[src/rtl/ether_tx_arbiter.sv]
// ---------------------------------------------------------------------------
// ether_tx_arbiter
//
// Shares one RMII transmit interface between two payload sources. A source is
// chosen round-robin, the arbiter emits the preamble and SFD, streams the
// granted source's payload dibits, then holds the line idle for the
// inter-frame gap. Payloads that stall (underrun) or exceed MAX_DIBITS are
// truncated on the pins and the rest of the source frame is discarded.
//
// Ports:
//   clk, rst_n              RMII 50 MHz reference clock, async active-low reset
//   s0_valid/data/last      source 0 payload dibit stream (LSB dibit first)
//   s0_ready                source 0 dibit accepted this cycle (combinational)
//   s1_*                    same as source 0, for source 1
//   txen, txd               registered RMII transmit enable and dibit
//   grant                   one-hot current owner, 2'b00 when idle
//   busy                    high whenever the arbiter is not idle
//   frame_done              one-cycle pulse, frame completed normally
//   abort_err               one-cycle pulse, frame truncated on the pins
//
// Output timing: txen/txd are loaded with what the next state wants to show,
// so the state machine runs one cycle ahead of the pins. frame_done appears
// together with the last payload dibit; abort_err appears together with the
// first idle dibit of a truncated frame.
// PREAMBLE_DIBITS must be at least 1.
// ---------------------------------------------------------------------------
module ether_tx_arbiter #(
  parameter int PREAMBLE_DIBITS = 31,
  parameter int IFG_DIBITS      = 48,
  parameter int MAX_DIBITS      = 6072
) (
  input  logic       clk,
  input  logic       rst_n,
  input  logic       s0_valid,
  input  logic [1:0] s0_data,
  input  logic       s0_last,
  output logic       s0_ready,
  input  logic       s1_valid,
  input  logic [1:0] s1_data,
  input  logic       s1_last,
  output logic       s1_ready,
  output logic       txen,
  output logic [1:0] txd,
  output logic [1:0] grant,
  output logic       busy,
  output logic       frame_done,
  output logic       abort_err
);

  localparam int MAX_A   = (PREAMBLE_DIBITS > IFG_DIBITS) ? PREAMBLE_DIBITS : IFG_DIBITS;
  localparam int CNT_TOP = (MAX_A > MAX_DIBITS) ? MAX_A : MAX_DIBITS;
  localparam int CNT_W   = $clog2(CNT_TOP + 1);

  typedef enum logic [2:0] {
    ST_IDLE,
    ST_PREAMBLE,
    ST_SFD,
    ST_PAYLOAD,
    ST_DRAIN,
    ST_IFG
  } state_t;

  state_t             state_q, state_d;
  logic [1:0]         grant_q, grant_d;
  logic               rr_next_q, rr_next_d;
  logic [CNT_W-1:0]   cnt_q, cnt_d;
  logic               txen_q, txen_d;
  logic [1:0]         txd_q, txd_d;
  logic               frame_done_q, frame_done_d;
  logic               abort_err_q, abort_err_d;

  logic [1:0]         valid_vec;
  logic [1:0]         last_vec;
  logic [1:0]         ready_vec;
  logic               xfer_state;
  logic               sel_valid;
  logic               sel_last;
  logic [1:0]         sel_data;
  logic [CNT_W-1:0]   cnt_inc;

  assign valid_vec  = {s1_valid, s0_valid};
  assign last_vec   = {s1_last, s0_last};
  assign xfer_state = (state_q == ST_PAYLOAD) || (state_q == ST_DRAIN);

  // Only the owner ever sees ready, and only while payload is being moved
  // (streamed or drained).
  genvar gi;
  generate
    for (gi = 0; gi < 2; gi++) begin : g_ready
      assign ready_vec[gi] = grant_q[gi] & xfer_state;
    end
  endgenerate

  assign s0_ready = ready_vec[0];
  assign s1_ready = ready_vec[1];

  assign sel_valid = |(valid_vec & grant_q);
  assign sel_last  = |(last_vec & grant_q);
  assign sel_data  = grant_q[1] ? s1_data : s0_data;
  assign cnt_inc   = cnt_q + 1'b1;

  always_ff @(posedge clk or negedge rst_n) begin
    if (!rst_n) begin
      state_q      <= ST_IDLE;
      grant_q      <= 2'b00;
      rr_next_q    <= 1'b0;
      cnt_q        <= '0;
      txen_q       <= 1'b0;
      txd_q        <= 2'b00;
      frame_done_q <= 1'b0;
      abort_err_q  <= 1'b0;
    end else begin
      state_q      <= state_d;
      grant_q      <= grant_d;
      rr_next_q    <= rr_next_d;
      cnt_q        <= cnt_d;
      txen_q       <= txen_d;
      txd_q        <= txd_d;
      frame_done_q <= frame_done_d;
      abort_err_q  <= abort_err_d;
    end
  end

  always_comb begin
    state_d      = state_q;
    grant_d      = grant_q;
    rr_next_d    = rr_next_q;
    cnt_d        = cnt_q;
    txen_d       = 1'b0;
    txd_d        = 2'b00;
    frame_done_d = 1'b0;
    abort_err_d  = 1'b0;

    case (state_q)
      ST_IDLE: begin
        if (|valid_vec) begin
          if (&valid_vec) begin
            grant_d   = rr_next_q ? 2'b10 : 2'b01;
            rr_next_d = ~rr_next_q;
          end else if (s0_valid) begin
            grant_d   = 2'b01;
            rr_next_d = 1'b1;
          end else begin
            grant_d   = 2'b10;
            rr_next_d = 1'b0;
          end
          // The first preamble dibit is loaded on the grant edge so it is on
          // the pins one cycle after the grant cycle.
          cnt_d   = '0;
          txen_d  = 1'b1;
          txd_d   = 2'b01;
          state_d = (PREAMBLE_DIBITS > 1) ? ST_PREAMBLE : ST_SFD;
        end
      end

      ST_PREAMBLE: begin
        // cnt counts preamble dibits loaded after the first one.
        txen_d = 1'b1;
        txd_d  = 2'b01;
        cnt_d  = cnt_inc;
        if (cnt_inc == CNT_W'(PREAMBLE_DIBITS - 1)) begin
          state_d = ST_SFD;
        end
      end

      ST_SFD: begin
        txen_d  = 1'b1;
        txd_d   = 2'b11;
        cnt_d   = '0;
        state_d = ST_PAYLOAD;
      end

      ST_PAYLOAD: begin
        if (sel_valid) begin
          txen_d = 1'b1;
          txd_d  = sel_data;
          cnt_d  = cnt_inc;
          if (sel_last) begin
            // last wins over the size limit on the same transfer
            frame_done_d = 1'b1;
            cnt_d        = '0;
            state_d      = ST_IFG;
          end else if (cnt_inc == CNT_W'(MAX_DIBITS)) begin
            // Oversize: this dibit still goes out; the abort pulse is raised
            // from DRAIN so it lines up with txen falling.
            state_d = ST_DRAIN;
          end
        end else begin
          abort_err_d = 1'b1;
          state_d     = ST_DRAIN;
        end
      end

      ST_DRAIN: begin
        // txen_q is still high only on the first drain cycle after an
        // oversize truncation; underrun already pulsed and dropped txen.
        abort_err_d = txen_q;
        if (sel_valid && sel_last) begin
          cnt_d   = '0;
          state_d = ST_IFG;
        end
      end

      ST_IFG: begin
        // Gap is measured on the pins: cycles still showing the final
        // payload dibit do not count.
        if (!txen_q) begin
          cnt_d = cnt_inc;
          if (cnt_inc == CNT_W'(IFG_DIBITS)) begin
            cnt_d   = '0;
            grant_d = 2'b00;
            state_d = ST_IDLE;
          end
        end
      end

      default: begin
        grant_d = 2'b00;
        cnt_d   = '0;
        state_d = ST_IDLE;
      end
    endcase
  end

  assign txen       = txen_q;
  assign txd        = txd_q;
  assign grant      = grant_q;
  assign busy       = (state_q != ST_IDLE);
  assign frame_done = frame_done_q;
  assign abort_err  = abort_err_q;

endmodule

[config.mk]
export PLATFORM = sky130hd
export DESIGN_NAME = ether_tx_arbiter
export DESIGN_NICKNAME = d
export VERILOG_FILES = /design/src/rtl/ether_tx_arbiter.sv
export SDC_FILE = /design/constraint.sdc
export NUM_CORES = 1
export LEC_CHECK = 0
export BUFFER_PORTS_ARGS = -buffer_cell sky130_fd_sc_hd__buf_2
export CORE_MARGIN = 4
export CORE_UTILIZATION = 38
export CTS_CLUSTER_SIZE = 14
export DETAILED_ROUTE_END_ITERATION = 8
export GPL_ROUTABILITY_DRIVEN = 0
export PLACE_DENSITY_LB_ADDON = 0.08
export REMOVE_ABC_BUFFERS = 1
export SLEW_MARGIN = 0
export SYNTH_ARGS = -nofsm -noshare
export SYNTH_HDL_FRONTEND = slang
export SYNTH_SLANG_ARGS = --single-unit
[constraint.sdc]
create_clock -name clk -period 2.64 [get_ports clk]
set_input_delay 0.132 -clock clk [delete_from_list [all_inputs] [get_ports clk]]
set_output_delay 0.132 -clock clk [all_outputs]
set_load 0.03 [all_outputs]
==> impl_results.md <==
- Worst Tran Pin Value: 0.572 ns
- Final clock skew: 0.00400 ns
- Final Util: a little over two fifths
- Synth unique cells: 60
- Post-DRT Antenna Nets: 0
- Fin crit share: roughly nine tenths
- Rel. slew slack: between 60% and 70%
- Peak supply drop: 0.000312 V
- Kind of critical path: register to register
- Critical path fanouts, max: 9
- CTS tree: built
- CTS sink count: 24
- Number of synthesis warnings: 0
- Crit path DAT: approximately 2.5 ns
- CP Cell Sequence: ha_2 -> nand3_1 -> o21a_1 -> nor4_2 -> a21oi_1 -> or3_1 -> o221ai_1
- Mux contribution to synthesized area: ~2.3%
- Post-Syn Instances: ~210
- Initial Util: 40.2%
- Vias in the first global route: around 1500
- Row count: 24
- Synth Area in Adders: 1.39%
- DIE AREA: 0.00589 sq mm
- GR Util met1: around 22%
- Setup WS pre-CTS: 0.280 ns
- Worst setup SP type: register
- Compound-gate portion of the synthesized area: between 20% and 30%
- Seq cells post-synth: 24
- Number of max-cap violations: 0
- Largest net degree at the start of global routing: 25
- Max Root-Sink Buffers: 2
- Status: finished, final reports clean
- Nets: around 240
- Buf/Inv on CP: 0
- Via density: between 5 and 6
- Achievable clock frequency: approximately 0.43 GHz
- Final Max Tran Viols: 0
- Clk_lat worst skew: 0.27 ns
- XOR/XNOR share of the synthesized area: between 3 and 4%
- I/O pin total: 20
- Final wirelength: approximately 4400 um
- Minimum clock period: 2.34 ns
- Area leader, netlist: dfrtp_1
- Initial antenna violation count: 0
- GR met3 Demand/Resource: around 2.3%
- RSZ-0062 raised after global routing: false
- PnR worst setup slack: around 0.30 ns
- Post-synth top flop: dfrtp_1
- DRC: 0
- Fin. Hold Viols: 0
- Ant diodes: 0
- Clock slew at reported path FFs: approximately 0.09 ns
- CP top delay family: simple AND/OR/NAND/NOR gates
- Simple logic cell fraction of the synthesized area: approximately 30%
- HP Class: input port to register
- Leakage: around 0.81 nW
- Post-synth EDFFs: 0
- Setup crit end kind: register
- 1st-iter DRT viols: approximately 170
- Synth area leaders: dfrtp_1 33%, nand2_1 5.8%, nor2_1 3.8%, xnor2_1 3.4%, a21oi_1 2.8%
- Die height: ~77 um
- Syn Area/Cell: roughly 8.4 sq um
- Share of the synthesized area in the top cell type: 33.4%
- Grt met2 use: between 20% and 30%
- CTS H-tree lvls: 1
- GR peak layer: met2
- Mapped cell area: roughly 0.0018 sq mm
- Data required time of the worst path: between 2 and 3 ns
- Num CTS Buffers: 3
- Area delta synth->final: 8.22%
- Detail Placement HPWL: between 3000 and 4000 um
- Placed cell area: 0.00189 sq mm
- Slowest-stage cell, CP: dfrtp_1
- Power Density: 736 mW/mm^2
- Largest stage delay, worst path: 0.46 ns
- Total number of vias: approximately 1600
- Setup TNS Final: 0 ns
- Final hold slack: 0.245 ns
- Overall routing resource usage: 15.4%
- GRT Residual Overflow: 0
- Total iterations of the first detailed-routing run: 4
- # setup viols final: 0
- Post-synth ARST share: 100%
- Mean routed wirelength per cell: ~16 um
- Core ar.: 0.00447 sq mm
- Global-route wire length before repair: 7490 um
- Seq/Total Area, Yosys: 33.4%
- Largest family of logic cells by synthesized area: simple AND/OR/NAND/NOR gates
- Final instance area: about 0.0019 sq mm
- CTS Root Cell: clkbuf_8
- Port Buffers: 19
- Die Wd: approximately 77 um
- Share of cells above drive strength 1: roughly a fifth
==> metal layers <==
metal  up-vias  wire, um
li1        805         -
met3         4       207
met5         -         0
met4         0        32
met1       773      2100
met2        46      2030
==> cell families (layout without fill, tap and decap cells) <==
family,after synthesis,in the layout
AO/OA/AOI/OAI,59,59
XOR/XNOR,8,8
adder cells (fa/ha/maj),2,2
buffers and inverters,20,34
flip-flops,24,24
multiplexers,4,4
AND/OR/NAND/NOR,96,96
==> flip-flops by register name, summed over array words and instances, names as in the netlist <==
signal and count:
abort_err 1, txd 2, grant 2, cnt_q 13, state_q 3, rr_next_q 1
frame_done 1, txen 1
==> stage by stage <==
stage	total power [mW]	instances
detailed placement	1.21	275
floorplan	0.966	198
global placement	1.20	275
CTS	1.43	279
finish	1.43	279
global route	1.53	279
==> placed cells by master, fill, tap and decap left out, types with 2 or more instances in the layout <==
| master | netlist | layout |
|---|---|---|
| xnor2_1 | 7 | 7 |
| nor4_1 | 2 | 2 |
| o31ai_1 | 3 | 3 |
| nand2_1 | 28 | 28 |
| nand2b_1 | 3 | 3 |
| o21ai_0 | 9 | 9 |
| nor3_1 | 5 | 5 |
| a21o_1 | 4 | 4 |
| nand3_1 | 10 | 10 |
| and3_1 | 2 | 2 |
| o221ai_1 | 2 | 2 |
| o21ai_1 | 7 | 7 |
| o31a_1 | 2 | 2 |
| buf_2 | 3 | 19 |
| dfrtp_1 | 24 | 24 |
| inv_1 | 5 | 5 |
| or3_1 | 2 | 2 |
| nand4_1 | 3 | 3 |
| a211oi_1 | 3 | 3 |
| o22ai_1 | 4 | 4 |
| a21oi_1 | 10 | 10 |
| nor2b_1 | 4 | 4 |
| nor2_1 | 18 | 18 |
| o211ai_1 | 3 | 3 |
| a31oi_1 | 3 | 3 |
| buf_4 | 3 | 6 |
| and2b_2 | 3 | 3 |
| mux2i_1 | 3 | 3 |
| clkbuf_8 | 1 | 3 |
==> layout make-up <==
cell class,instances,area [sq um]
Clock buffer,3,41.3
Fill cell,457,2530
Inverter,5,18.8
Multi-Input combinational cell,169,1070
Sequential cell,24,601
Tap cell,52,65.1
Timing Repair Buffer,26,150
==> worst reg2reg max path: stages (launching register included) <==
cell      delay [ns]
dfrtp_1         0.46
ha_2            0.30
nand3_1         0.14
o21a_1          0.23
nor4_2          0.35
a21oi_1         0.14
or3_1           0.40
o221ai_1        0.22
==> where the power goes <==
| part | switching (mW) | internal [mW] |
|---|---|---|
| registers | 0.119 | 0.434 |
| logic | 0.404 | 0.252 |
| clock network | 0.120 | 0.102 |
| total | 0.643 | 0.788 |
==> worst paths after layout <==
kind                                  startpoint                endpoint  slack, ns  depth (start not counted)
setup / recovery            cnt_q[0]$_DFFE_PN0P_  state_q[0]$_DFFE_PN0P_       0.30                          7
hold / removal                          s0_valid   rr_next_q$_DFFE_PN0P_       0.24                          3
setup reg to reg            cnt_q[0]$_DFFE_PN0P_  state_q[0]$_DFFE_PN0P_       0.30                          7
hold reg to reg            rr_next_q$_DFFE_PN0P_   rr_next_q$_DFFE_PN0P_       0.53                          1
max in group asynchronous                  rst_n    cnt_q[5]$_DFFE_PN0P_       1.87                          2
min in group asynchronous                  rst_n        txd[1]$_DFF_PN0_       0.39                          2
==> Yosys cell counts, types with 4 or more instances <==
master   instances
inv_1            5
nand3_1         10
o21ai_1          7
a21o_1           4
nor2_1          18
nor3_1           5
buf_6            4
nor2b_1          4
xnor2_1          7
o21ai_0          9
o22ai_1          4
nand2_1         28
a21oi_1         10
dfrtp_1         24
==> what timing repair did <==
item                       in CTS  in global routing
hold buffers                    1                  0
hold endpoints to repair       24                  0
setup buffers                   0                  0
resized for setup               0                  1
setup endpoints to repair       0                  1
Note: power is estimated with default switching activity, not from simulation.
